$ cat src/rtl/vme_bus_arbiter.sv
// -----------------------------------------------------------------------------
// vme_bus_arbiter
//
// Purpose:
//   Arbitrates two requesters (a, b) onto one VME-style slave memory port.
//   Only one slave transaction is outstanding at a time. Arbitration is
//   round-robin. The FSM runs IDLE -> ISSUE -> WAIT -> RESP -> IDLE.
//   The response (x_ack / x_rdata / x_err) is registered at the end of RESP.
//   The minimum latency from x_req high to x_ack high is therefore 4 cycles.
//
// Optional feature (macro VME_BUS_ARBITER_TIMEOUT_EN):
//   When defined, a 16-bit wait counter aborts WAIT after TIMEOUT cycles.
//   The aborted transaction completes with err = 1 and rdata = 0.
//   When undefined, WAIT is left only on a matching done, and x_err is 0.
//
// Parameters:
//   ADDR_W   address width in bits
//   TIMEOUT  maximum slave wait in cycles (1..65535)
//
// Ports:
//   Clk, rst_n           clock, asynchronous active-low reset
//   x_req/x_we/x_addr/x_wdata   requester x in {a,b}: request and payload
//   x_ack/x_rdata/x_err         requester x: completion pulse, read data, timeout
//   VMEAddr/VMEWrData    slave address / write data (held for the transaction)
//   VMERdMem/VMEWrMem    one-cycle read / write strobes to the slave
//   VMERdData            slave read data, valid with VMERdDone
//   VMERdDone/VMEWrDone  slave completion pulses
// -----------------------------------------------------------------------------
module vme_bus_arbiter #(
    parameter int ADDR_W  = 14,
    parameter int TIMEOUT = 255
) (
    input  logic              Clk,
    input  logic              rst_n,

    input  logic              a_req,
    input  logic              a_we,
    input  logic [ADDR_W-1:0] a_addr,
    input  logic [31:0]       a_wdata,
    output logic              a_ack,
    output logic [31:0]       a_rdata,
    output logic              a_err,

    input  logic              b_req,
    input  logic              b_we,
    input  logic [ADDR_W-1:0] b_addr,
    input  logic [31:0]       b_wdata,
    output logic              b_ack,
    output logic [31:0]       b_rdata,
    output logic              b_err,

    output logic [ADDR_W-1:0] VMEAddr,
    output logic [31:0]       VMEWrData,
    output logic              VMERdMem,
    output logic              VMEWrMem,
    input  logic [31:0]       VMERdData,
    input  logic              VMERdDone,
    input  logic              VMEWrDone
);

    // Reject an out-of-range TIMEOUT at elaboration time.
    if (TIMEOUT < 1 || TIMEOUT > 65535) begin : g_bad_timeout
        $error("vme_bus_arbiter: TIMEOUT must lie in 1..65535");
    end

    typedef enum logic [1:0] {
        IDLE  = 2'd0,
        ISSUE = 2'd1,
        WAIT  = 2'd2,
        RESP  = 2'd3
    } state_t;

    state_t            state_reg, state_next;

    // last_grant_reg is also the owner of the transaction in flight.
    // 0 = a, 1 = b.
    logic              last_grant_reg;
    logic              winner;
    logic              done_hit;
    logic              rd_mem, wr_mem;
    logic              resp_fire;

    logic              we_reg;
    logic [ADDR_W-1:0] addr_reg;
    logic [31:0]       wdata_reg;
    logic [31:0]       rdata_cap_reg;

`ifdef VME_BUS_ARBITER_TIMEOUT_EN
    logic [15:0]       cnt_reg;
    logic              expire;
    logic              err_cap_reg;

    assign expire = (cnt_reg == 16'(TIMEOUT - 1));
`endif

    // Round-robin: on contention the side that did not win last time wins.
    // With a single request pending, that requester wins.
    assign winner    = (a_req && b_req) ? ~last_grant_reg : ~a_req;
    assign done_hit  = we_reg ? VMEWrDone : VMERdDone;
    assign resp_fire = (state_reg == RESP);

    // ---------------- FSM: state register ----------------
    always_ff @(posedge Clk or negedge rst_n) begin
        if (!rst_n) begin
            state_reg <= IDLE;
        end else begin
            state_reg <= state_next;
        end
    end

    // ---------------- FSM: next state and strobes ----------------
    always_comb begin
        state_next = state_reg;
        rd_mem     = 1'b0;
        wr_mem     = 1'b0;
        case (state_reg)
            IDLE: begin
                if (a_req || b_req) begin
                    state_next = ISSUE;
                end
            end
            ISSUE: begin
                rd_mem     = ~we_reg;
                wr_mem     = we_reg;
                state_next = WAIT;
            end
            WAIT: begin
                // A matching done takes priority over expiry on the same cycle.
                if (done_hit) begin
                    state_next = RESP;
                end
`ifdef VME_BUS_ARBITER_TIMEOUT_EN
                else if (expire) begin
                    state_next = RESP;
                end
`endif
            end
            RESP: begin
                state_next = IDLE;
            end
            default: begin
                state_next = IDLE;
            end
        endcase
    end

    // ---------------- Request latch and response capture ----------------
    always_ff @(posedge Clk or negedge rst_n) begin
        if (!rst_n) begin
            last_grant_reg <= 1'b1;
            we_reg         <= 1'b0;
            addr_reg       <= '0;
            wdata_reg      <= '0;
            rdata_cap_reg  <= '0;
`ifdef VME_BUS_ARBITER_TIMEOUT_EN
            err_cap_reg    <= 1'b0;
`endif
        end else begin
            // The payload is frozen at grant time, so requester-side changes
            // after the grant cannot disturb the transaction in flight.
            if (state_reg == IDLE && (a_req || b_req)) begin
                last_grant_reg <= winner;
                we_reg         <= winner ? b_we    : a_we;
                addr_reg       <= winner ? b_addr  : a_addr;
                wdata_reg      <= winner ? b_wdata : a_wdata;
            end
            if (state_reg == WAIT) begin
                if (done_hit) begin
                    rdata_cap_reg <= we_reg ? 32'd0 : VMERdData;
`ifdef VME_BUS_ARBITER_TIMEOUT_EN
                    err_cap_reg   <= 1'b0;
`endif
                end
`ifdef VME_BUS_ARBITER_TIMEOUT_EN
                else if (expire) begin
                    rdata_cap_reg <= 32'd0;
                    err_cap_reg   <= 1'b1;
                end
`endif
            end
        end
    end

`ifdef VME_BUS_ARBITER_TIMEOUT_EN
    // The counter reads 0 in the first WAIT cycle.
    always_ff @(posedge Clk or negedge rst_n) begin
        if (!rst_n) begin
            cnt_reg <= 16'd0;
        end else if (state_reg == ISSUE) begin
            cnt_reg <= 16'd0;
        end else if (state_reg == WAIT) begin
            cnt_reg <= cnt_reg + 16'd1;
        end
    end
`endif

    // ---------------- Per-requester registered response ----------------
    // Index 0 is requester a and index 1 is requester b.
    genvar gi;
    for (gi = 0; gi < 2; gi++) begin : g_resp
        localparam logic SIDE = (gi == 1) ? 1'b1 : 1'b0;
        logic        ack_reg;
        logic [31:0] rdata_reg;
`ifdef VME_BUS_ARBITER_TIMEOUT_EN
        logic        err_reg;
`endif

        always_ff @(posedge Clk or negedge rst_n) begin
            if (!rst_n) begin
                ack_reg   <= 1'b0;
                rdata_reg <= 32'd0;
`ifdef VME_BUS_ARBITER_TIMEOUT_EN
                err_reg   <= 1'b0;
`endif
            end else begin
                ack_reg <= resp_fire && (last_grant_reg == SIDE);
                if (resp_fire && (last_grant_reg == SIDE)) begin
                    rdata_reg <= rdata_cap_reg;
`ifdef VME_BUS_ARBITER_TIMEOUT_EN
                    err_reg   <= err_cap_reg;
`endif
                end
            end
        end
    end

    assign a_ack     = g_resp[0].ack_reg;
    assign b_ack     = g_resp[1].ack_reg;
    assign a_rdata   = g_resp[0].rdata_reg;
    assign b_rdata   = g_resp[1].rdata_reg;
`ifdef VME_BUS_ARBITER_TIMEOUT_EN
    assign a_err     = g_resp[0].err_reg;
    assign b_err     = g_resp[1].err_reg;
`else
    assign a_err     = 1'b0;
    assign b_err     = 1'b0;
`endif

    assign VMEAddr   = addr_reg;
    assign VMEWrData = wdata_reg;
    assign VMERdMem  = rd_mem;
    assign VMEWrMem  = wr_mem;

endmodule

$ cat config.mk
export PLATFORM = sky130hd
export DESIGN_NAME = vme_bus_arbiter
export DESIGN_NICKNAME = d
export VERILOG_FILES = /design/src/rtl/vme_bus_arbiter.sv
export SDC_FILE = /design/constraint.sdc
export NUM_CORES = 1
export LEC_CHECK = 0
export ABC_AREA = 0
export CAP_MARGIN = 10
export CORE_MARGIN = 2
export CORE_UTILIZATION = 44
export CTS_CLUSTER_SIZE = 12
export DETAILED_ROUTE_END_ITERATION = 6
export PLACE_DENSITY = 0.92
export REMOVE_ABC_BUFFERS = 1
export SLEW_MARGIN = 20
export SYNTH_ARGS = -nofsm -noshare
export SYNTH_HDL_FRONTEND = slang
export SYNTH_SLANG_ARGS = --single-unit
$ cat constraint.sdc
create_clock -name Clk -period 2.1 [get_ports Clk]
set_input_delay 0.42 -clock Clk [delete_from_list [all_inputs] [get_ports Clk]]
set_output_delay 0.42 -clock Clk [all_outputs]
set_load 0.05 [all_outputs]
==> key figures, run 1 <==
Status
  – Status: complete, no violations

Clock network
  – Clock tree buffer depth: 2
  – Clk_lat worst skew: 0.42 ns
  – Clk slew on worst S/H paths: around 0.060 ns
  – CTS tree: done
  – Sink Count: between 100 and 150
  – CTS root buffer: clkbuf_16
  – Post-CTS Setup Inserts: 0
  – H-tree depth: 4
  – CTS Buf Count: 17

Global routing
  – Grt met1 use: about 30%
  – GRT busiest layer: met2
  – GRT Overall Usage: between 20% and 30%
  – GRT met2 Usage: between 30% and 40%
  – Initial antenna violation count: 0
  – GR Util met3: approximately 7%
  – Largest net degree at the start of global routing: 55
  – First-pass GRT wire length: between 20,000 and 30,000 um
  – Vias in the first global route: about 5,400
  – Grt ovf: 0

Synthesis
  – Syn Std Cell Area: 6530 um^2
  – Flop and latch count out of synthesis: 148
  – Largest family of logic cells by synthesized area: multiplexers
  – Leading area contributor after synthesis: dfrtp_1
  – Synth Area in XOR/XNOR: 0%
  – Top cells by area, synth: dfrtp_1 (56%), mux2_1 (12%), mux2_4 (6.9%)
  – Synth warnings: 0
  – Sequential-to-total area share from yosys stat: 56.7%
  – Syn avg cell area: approximately 12 um^2
  – Top cell type's share of synthesized area: 56.3%
  – Syn Inst Count: around 540
  – Post-Synth Adder-Cell Area: less than 1%
  – EDFF count, synth: 0
  – Most common cell in the netlist: dfrtp_1
  – Post-synthesis mux area share: 18.6%
  – Simple-gate share of the synthesized area: under 10%
  – Compound-Gate Fraction of Synth Area: 12.3%
  – Synth async-reset ratio: between 90% and 100%
  – Top cells by count, synth: dfrtp_1 (147), mux2_1 (67), a21oi_1 (49)
  – Post-synth cell types: 29
  – Main synth FF type: dfrtp_1

Cells and area
  – Final Non-Filler Cells: 972
  – Reg area: ~3700 um^2
  – Final nets: 913
  – P&R area growth vs syn: 49.8%
  – Layout cells sized above 1: roughly 12%
  – Final Cell Area: 9780 um^2
  – Filler cells: 1,043
  – # diodes: 0
  – Multi-input logic area: ~2600 um^2

Placement
  – Area after DPL: 9190 um^2
  – Port Buffers: about 250
  – DPL Wire Length: 12,900 um
  – RePlAce Congestion: about 0.76
  – Pre-CTS setup slack: about 0.14 ns
  – Cells after DPL: between 900 and 1,000

Job
  – Maximum capacitance violations: 0

Timing
  – Relative slew slack: 49.7%
  – Fin worst setup slack: about 0.042 ns
  – Tcrit/Tclk final: a little over nine tenths
  – Min Clock Period, post-route: between 2 and 2.5 ns
  – Worst slew pin tran: about 0.75 ns
  – Clock Skew: a little over 0.007 ns
  – Max Freq: ~490 MHz
  – Final Setup Violations: 0
  – Pins Over Slew Limit: 0
  – Fin Setup TNS: 0 ns
  – Final hold viol count: 0

Die
  – Die Width: 126 um
  – Top-level I/O count: 248
  – Initial cell density of the core: roughly 45%
  – Die ar.: 15,800 um^2
  – Die Height: around 130 um
  – Row cnt: 44
  – Core ar.: between 10,000 and 15,000 um^2

Worst setup path
  – Crit path buf inv count: 1
  – CP endpoint kind: primary output
  – Setup crit start: a_rdata[1]$_DFFE_PN0P_
  – Crit path kind: reg2out
  – FF-to-FF End: a_rdata[11]$_DFFE_PN0P_
  – Crit path largest cell delay: 0.83 ns
  – Crit path capture: a_rdata[1]
  – R2R setup slack: between 0.3 and 0.4 ns
  – Startpoint types: flip-flop
  – Reg2Reg Depth: 3
  – CP delay by family, top: buffers and inverters
  – FF-to-FF Start: last_grant_reg$_DFFE_PN1P_
  – CP Depth: 1
  – Cell type of the slowest stage on the worst timing path: clkdlybuf4s50_1
  – Worst path required time: 1.68 ns
  – Critical Path AT: ~1.6 ns
  – Worst-path cell chain: clkdlybuf4s50_1
  – Crit-path max FO: 2

Detailed routing
  – TritonRoute pass-1 iters: 4
  – Total wire length: between 15,000 and 20,000 um
  – Iter 0 DRT Violations: between 200 and 250
  – Residual DRC: 0
  – Routed length per instance: roughly 19 um
  – Via/cell ratio: roughly 5.4
  – Antenna Violating Nets Remaining: 0
  – Vias: between 5,000 and 6,000

Hold path
  – Worst Hold Class: in2reg

Pwr
  – P per Cell Area: around 1700 nW/um^2
  – VDD IR max: 0.000918 V
  – Leakage power: around 0.0043 uW
-- metal layers --
metal / part of all wire [%] / wire (um) / vias to the layer above
li1: - / - / 2366
met1: 40 / 7420 / 2558
met2: 49 / 9090 / 262
met3: 7.9 / 1460 / 31
met4: 2.8 / 524 / 0
met5: 0 / 0 / -
-- worst min path at each step --
stage / slack (ns) / start / cells past startpoint / to
CTS: 0.37 / a_req / 2 / last_grant_reg$_DFFE_PN1P_
global placement: 0.26 / rst_n / 1 / b_ack$_DFF_PN0_
finish: 0.38 / a_req / 2 / last_grant_reg$_DFFE_PN1P_
floorplan: 0.12 / rst_n / 0 / VMEAddr[0]$_DFFE_PN0P_
detailed placement: 0.26 / rst_n / 1 / b_ack$_DFF_PN0_
global route: 0.39 / a_req / 2 / last_grant_reg$_DFFE_PN1P_
-- stage by stage --
stage	util, %	power, uW	hold WS [ns]
after detailed placement	63.2	13900	0.259
after global routing	67.3	17600	0.395
after floorplan	-	10500	0.124
final	67.3	16800	0.378
after global placement	63.2	13600	0.260
after CTS	67.2	16900	0.367
-- final cells by class --
| type | count | share of cell area [%] |
|---|---|---|
| Inverter | 5 | 0.192 |
| Sequential cell | 148 | 37.9 |
| Clock buffer | 17 | 4.35 |
| Multi-Input combinational cell | 339 | 26.1 |
| Clock inverter | 14 | 1.50 |
| Timing Repair Buffer | 265 | 27.6 |
| Tap cell | 184 | 2.35 |
-- cells in the final DEF (no fill, tap or decap), types with 3 or more instances in the layout --
master / netlist / layout
clkdlybuf4s50_1: 0 / 239
buf_12: 3 / 8
o21ai_1: 11 / 10
ha_1: 5 / 5
a21oi_1: 49 / 49
buf_4: 8 / 13
nand2b_2: 0 / 3
nor2_1: 47 / 47
dfrtp_1: 147 / 147
inv_8: 0 / 3
clkbuf_16: 0 / 17
and2b_4: 3 / 3
a31oi_1: 48 / 48
inv_2: 3 / 3
nor2b_1: 29 / 28
clkinv_4: 0 / 4
clkinvlp_4: 0 / 4
o21ai_0: 37 / 37
mux2_4: 30 / 30
mux2_1: 67 / 67
-- kinds of logic (layout without fill, tap and decap cells) --
family | Yosys count | after routing
buf+inv | 53 | 301
compound gates | 147 | 147
mux | 98 | 98
other cells | 1 | 2
fa+ha+maj | 5 | 5
flops | 148 | 148
simple gates | 87 | 87
-- report_power, final --
part           internal [uW]  switching, uW  leakage (uW)
logic                   3390           5630       0.00223
clock network           1660           1260      0.000268
registers               4080            783       0.00184
-- timing repair --
item / 4_1_cts / 5_1_grt
hold buffers: 1 / 0
hold endpoints to repair: 13 / 0
gates resized for setup: 0 / 2
setup endpoints to repair: 0 / 2
(Power assumes the default switching activity.)
==> inputs of run 2 (changes only) <==
--- a/config.mk
+++ b/config.mk
@@ -7,7 +7,7 @@
 export LEC_CHECK = 0
 export ABC_AREA = 0
 export CAP_MARGIN = 10
-export CORE_MARGIN = 2
+export CORE_MARGIN = 8
 export CORE_UTILIZATION = 44
 export CTS_CLUSTER_SIZE = 12
 export DETAILED_ROUTE_END_ITERATION = 6
==> key figures, run 2 (synthesis gave the netlist of run 1 again) <==
Pwr
  – Switching part of the total: 44.8% (-0.85 points)
  – P per Cell Area: 1740 nW/um^2 (+1.0%)
  – NetSw: 7660 uW (-0.23%)
  – Clk pwr share: 18.1% (+0.7 points)
  – Logic pwr share: 53.6% (about the same)
  – P_int: 9420 uW (+3.3%)
  – VDD IR max: 0.00111 V (+21%)
  – Reg power frac: 28.3% (-0.6 points)
  – Leakage power: 0.00436 uW (+0.62%)

Timing
  – Max Freq: 489 MHz (+0.59%)
  – Worst slew pin tran: 0.748 ns (-0.00571 ns)
  – RSZ-0062 raised after global routing: no
  – Pins Over Slew Limit: 0 (unchanged)
  – Clock Skew: 0.0112 ns (+0.00391 ns)
  – Hold slack: 0.347 ns (-0.0307 ns)
  – Relative slew slack: 50.1% (+0.38 points)
  – Min Clock Period, post-route: 2.05 ns (-0.0122 ns)
  – Final Setup Violations: 0 (unchanged)
  – Final hold viol count: 0 (unchanged)
  – Tcrit/Tclk final: 97.4% (-0.58 points)

Status
  – Status: complete, no violations

Cells and area
  – Final nets: 914 (+0.11%)
  – Commonest cells after routing, fill and taps aside: clkdlybuf4s50_1 (237), dfrtp_1 (147), mux2_1 (67)
  – Layout cells sized above 1: 12.3% (-0.031 points)
  – Final Non-Filler Cells: 975 (+0.31%)
  – Most common cell after layout, fill and taps aside: clkdlybuf4s50_1
  – P&R area growth vs syn: 50.7%

Worst setup path
  – Crit-path max FO: 2 (unchanged)
  – Critical Path AT: 1.63 ns (about the same)
  – Worst-path cell chain: clkdlybuf4s50_1
  – Crit path buf inv count: 1 (unchanged)
  – FF-to-FF Start: state_reg[0]$_DFFE_PN0P_
  – Startpoint types: flip-flop
  – Worst path required time: 1.68 ns (about the same)
  – CP endpoint kind: primary output
  – Crit path largest cell delay: 0.83 ns (about the same)
  – Cell type of the slowest stage on the worst timing path: clkdlybuf4s50_1
  – Crit path kind: reg2out
  – Setup crit start: b_rdata[13]$_DFFE_PN0P_
  – CP delay by family, top: buffers and inverters

Placement
  – Cells after DPL: 941 (+0.11%)
  – Port Buffers: 245 (unchanged)
  – RePlAce Congestion: 0.796 (+4.2%)
  – DPL Wire Length: 14,400 um (+12%)

Detailed routing
  – Residual DRC: 0 (unchanged)
  – Antenna Violating Nets Remaining: 0 (unchanged)
  – Routed length per instance: 20.4 um (+7.5%)
  – Iter 0 DRT Violations: 307 (+23%)
  – Via/cell ratio: 5.36 (about the same)
  – TritonRoute pass-1 iters: 5 (+1)
  – Total wire length: 19,900 um (+7.9%)
  – Vias: 5,229 (+0.23%)

Clock network
  – Sink Count: 148 (unchanged)
  – H-tree depth: 4 (unchanged)
  – CTS tree: done
  – Clk slew on worst S/H paths: 0.06 ns (about the same)
  – Clock tree buffer depth: 2 (unchanged)
  – CTS root buffer: clkbuf_16
  – CTS Buf Count: 17 (unchanged)
  – Clk_lat worst skew: 0.41 ns (about the same)
  – Post-CTS Setup Inserts: 0 (unchanged)

Die
  – Row cnt: 44 (unchanged)
  – Core ar.: 14,500 um^2 (unchanged)
  – Die Height: 138 um (+9.5%)
  – Die Width: 138 um (+9.5%)
  – Die ar.: 19,000 um^2 (+20%)
  – Initial cell density of the core: 44.9% (unchanged)
  – Top-level I/O count: 248 (unchanged)

Hold path
  – Hold wc startpoint: a_req
  – Worst Hold Class: in2reg

Global routing
  – GRT Overall Usage: 21.5% (-2.5 points)
  – Vias in the first global route: 5,721 (+5.5%)
  – First-pass GRT wire length: 31,200 um (+5.6%)
  – Initial antenna violation count: 1 (+1)
  – Grt ovf: 0 (unchanged)
  – Largest net degree at the start of global routing: 52 (-5.5%)

Job
  – Maximum capacitance violations: 0 (unchanged)
[run 2: changes by cell type in the layout (fill, tap and decap cells not counted), moves of 2 or more]
cell / before / now
buf_12: 8 / 11
bufinv_16: 1 / 3
clkbuf_1: 0 / 3
clkdlybuf4s50_1: 239 / 237
clkinv_2: 0 / 2
clkinv_4: 4 / 1
inv_8: 3 / 0
[run 2: what timing repair did]
item                       in CTS  in global routing
setup endpoints to repair       1                  1
pin swaps                       0                  0
hold buffers                    1                  0
resized for setup               1                  1
hold endpoints to repair       39                  0
[run 2: area by class of cell]
cell class	count	area [um^2]
Sequential cell	148	3700
Clock inverter	11	149
Multi-Input combinational cell	339	2550
Clock buffer	21	450
Timing Repair Buffer	266	2740
Fill cell	1008	4690
Antenna cell	1	2.50
Inverter	5	18.8
Tap cell	184	230
[run 2: power by group through the flow]
| stage | logic [uW] | clock network, uW | registers, uW |
|---|---|---|---|
| detailed placement | 9200 | 0 | 4880 |
| global route | 9630 | 3260 | 5000 |
| finish | 9150 | 3090 | 4840 |
| global placement | 9010 | 0 | 4790 |
| floorplan | 2470 | 0 | 8030 |
| CTS | 9240 | 3130 | 4840 |
[run 2: metrics by stage]
stage / cell area [um^2] / utilization [%] / power, uW / worst slack [ns] / TNS (ns)
6_report: 9840 / 67.7 / 17100 / 0.0544 / 0
5_1_grt: 9840 / 67.7 / 17900 / 0.00107 / 0
4_1_cts: 9840 / 67.7 / 17200 / 0.0265 / 0
3_5_place_dp: 9230 / 63.5 / 14100 / 0.122 / 0
3_3_place_gp: 9230 / 63.5 / 13800 / 0.171 / 0
2_1_floorplan: 6250 / - / 10500 / -0.769 / -32.46
[run 2: per-layer routing]
layer / vias to the layer above / wire length, um / track usage [%]
met1: 2570 / 8110 / 25.6
li1: 2365 / - / -
met5: - / 0 / 0
met3: 31 / 2070 / 8.53
met2: 263 / 9280 / 34.2
met4: 0 / 483 / 8.18
[run 2: worst paths after layout]
kind	end	slack, ns	cells past startpoint
worst min-delay path	last_grant_reg$_DFFE_PN1P_	0.35	2
worst min register to register	a_rdata[15]$_DFFE_PN0P_	0.49	1
min in group asynchronous	a_rdata[1]$_DFFE_PN0P_	0.50	2
worst max-delay path	b_rdata[13]	0.05	1
worst max register to register	state_reg[1]$_DFFE_PN0P_	0.41	5
max in group asynchronous	last_grant_reg$_DFFE_PN1P_	0.98	3
==> inputs of run 3 (changes only) <==
--- a/config.mk
+++ b/config.mk
@@ -9,6 +9,7 @@
 export CAP_MARGIN = 10
 export CORE_MARGIN = 8
 export CORE_UTILIZATION = 44
+export CTS_CLUSTER_DIAMETER = 30
 export CTS_CLUSTER_SIZE = 12
 export DETAILED_ROUTE_END_ITERATION = 6
 export PLACE_DENSITY = 0.92
==> results of run 3 <==
Final layout, timing and power as in run 2 (identical DEF).
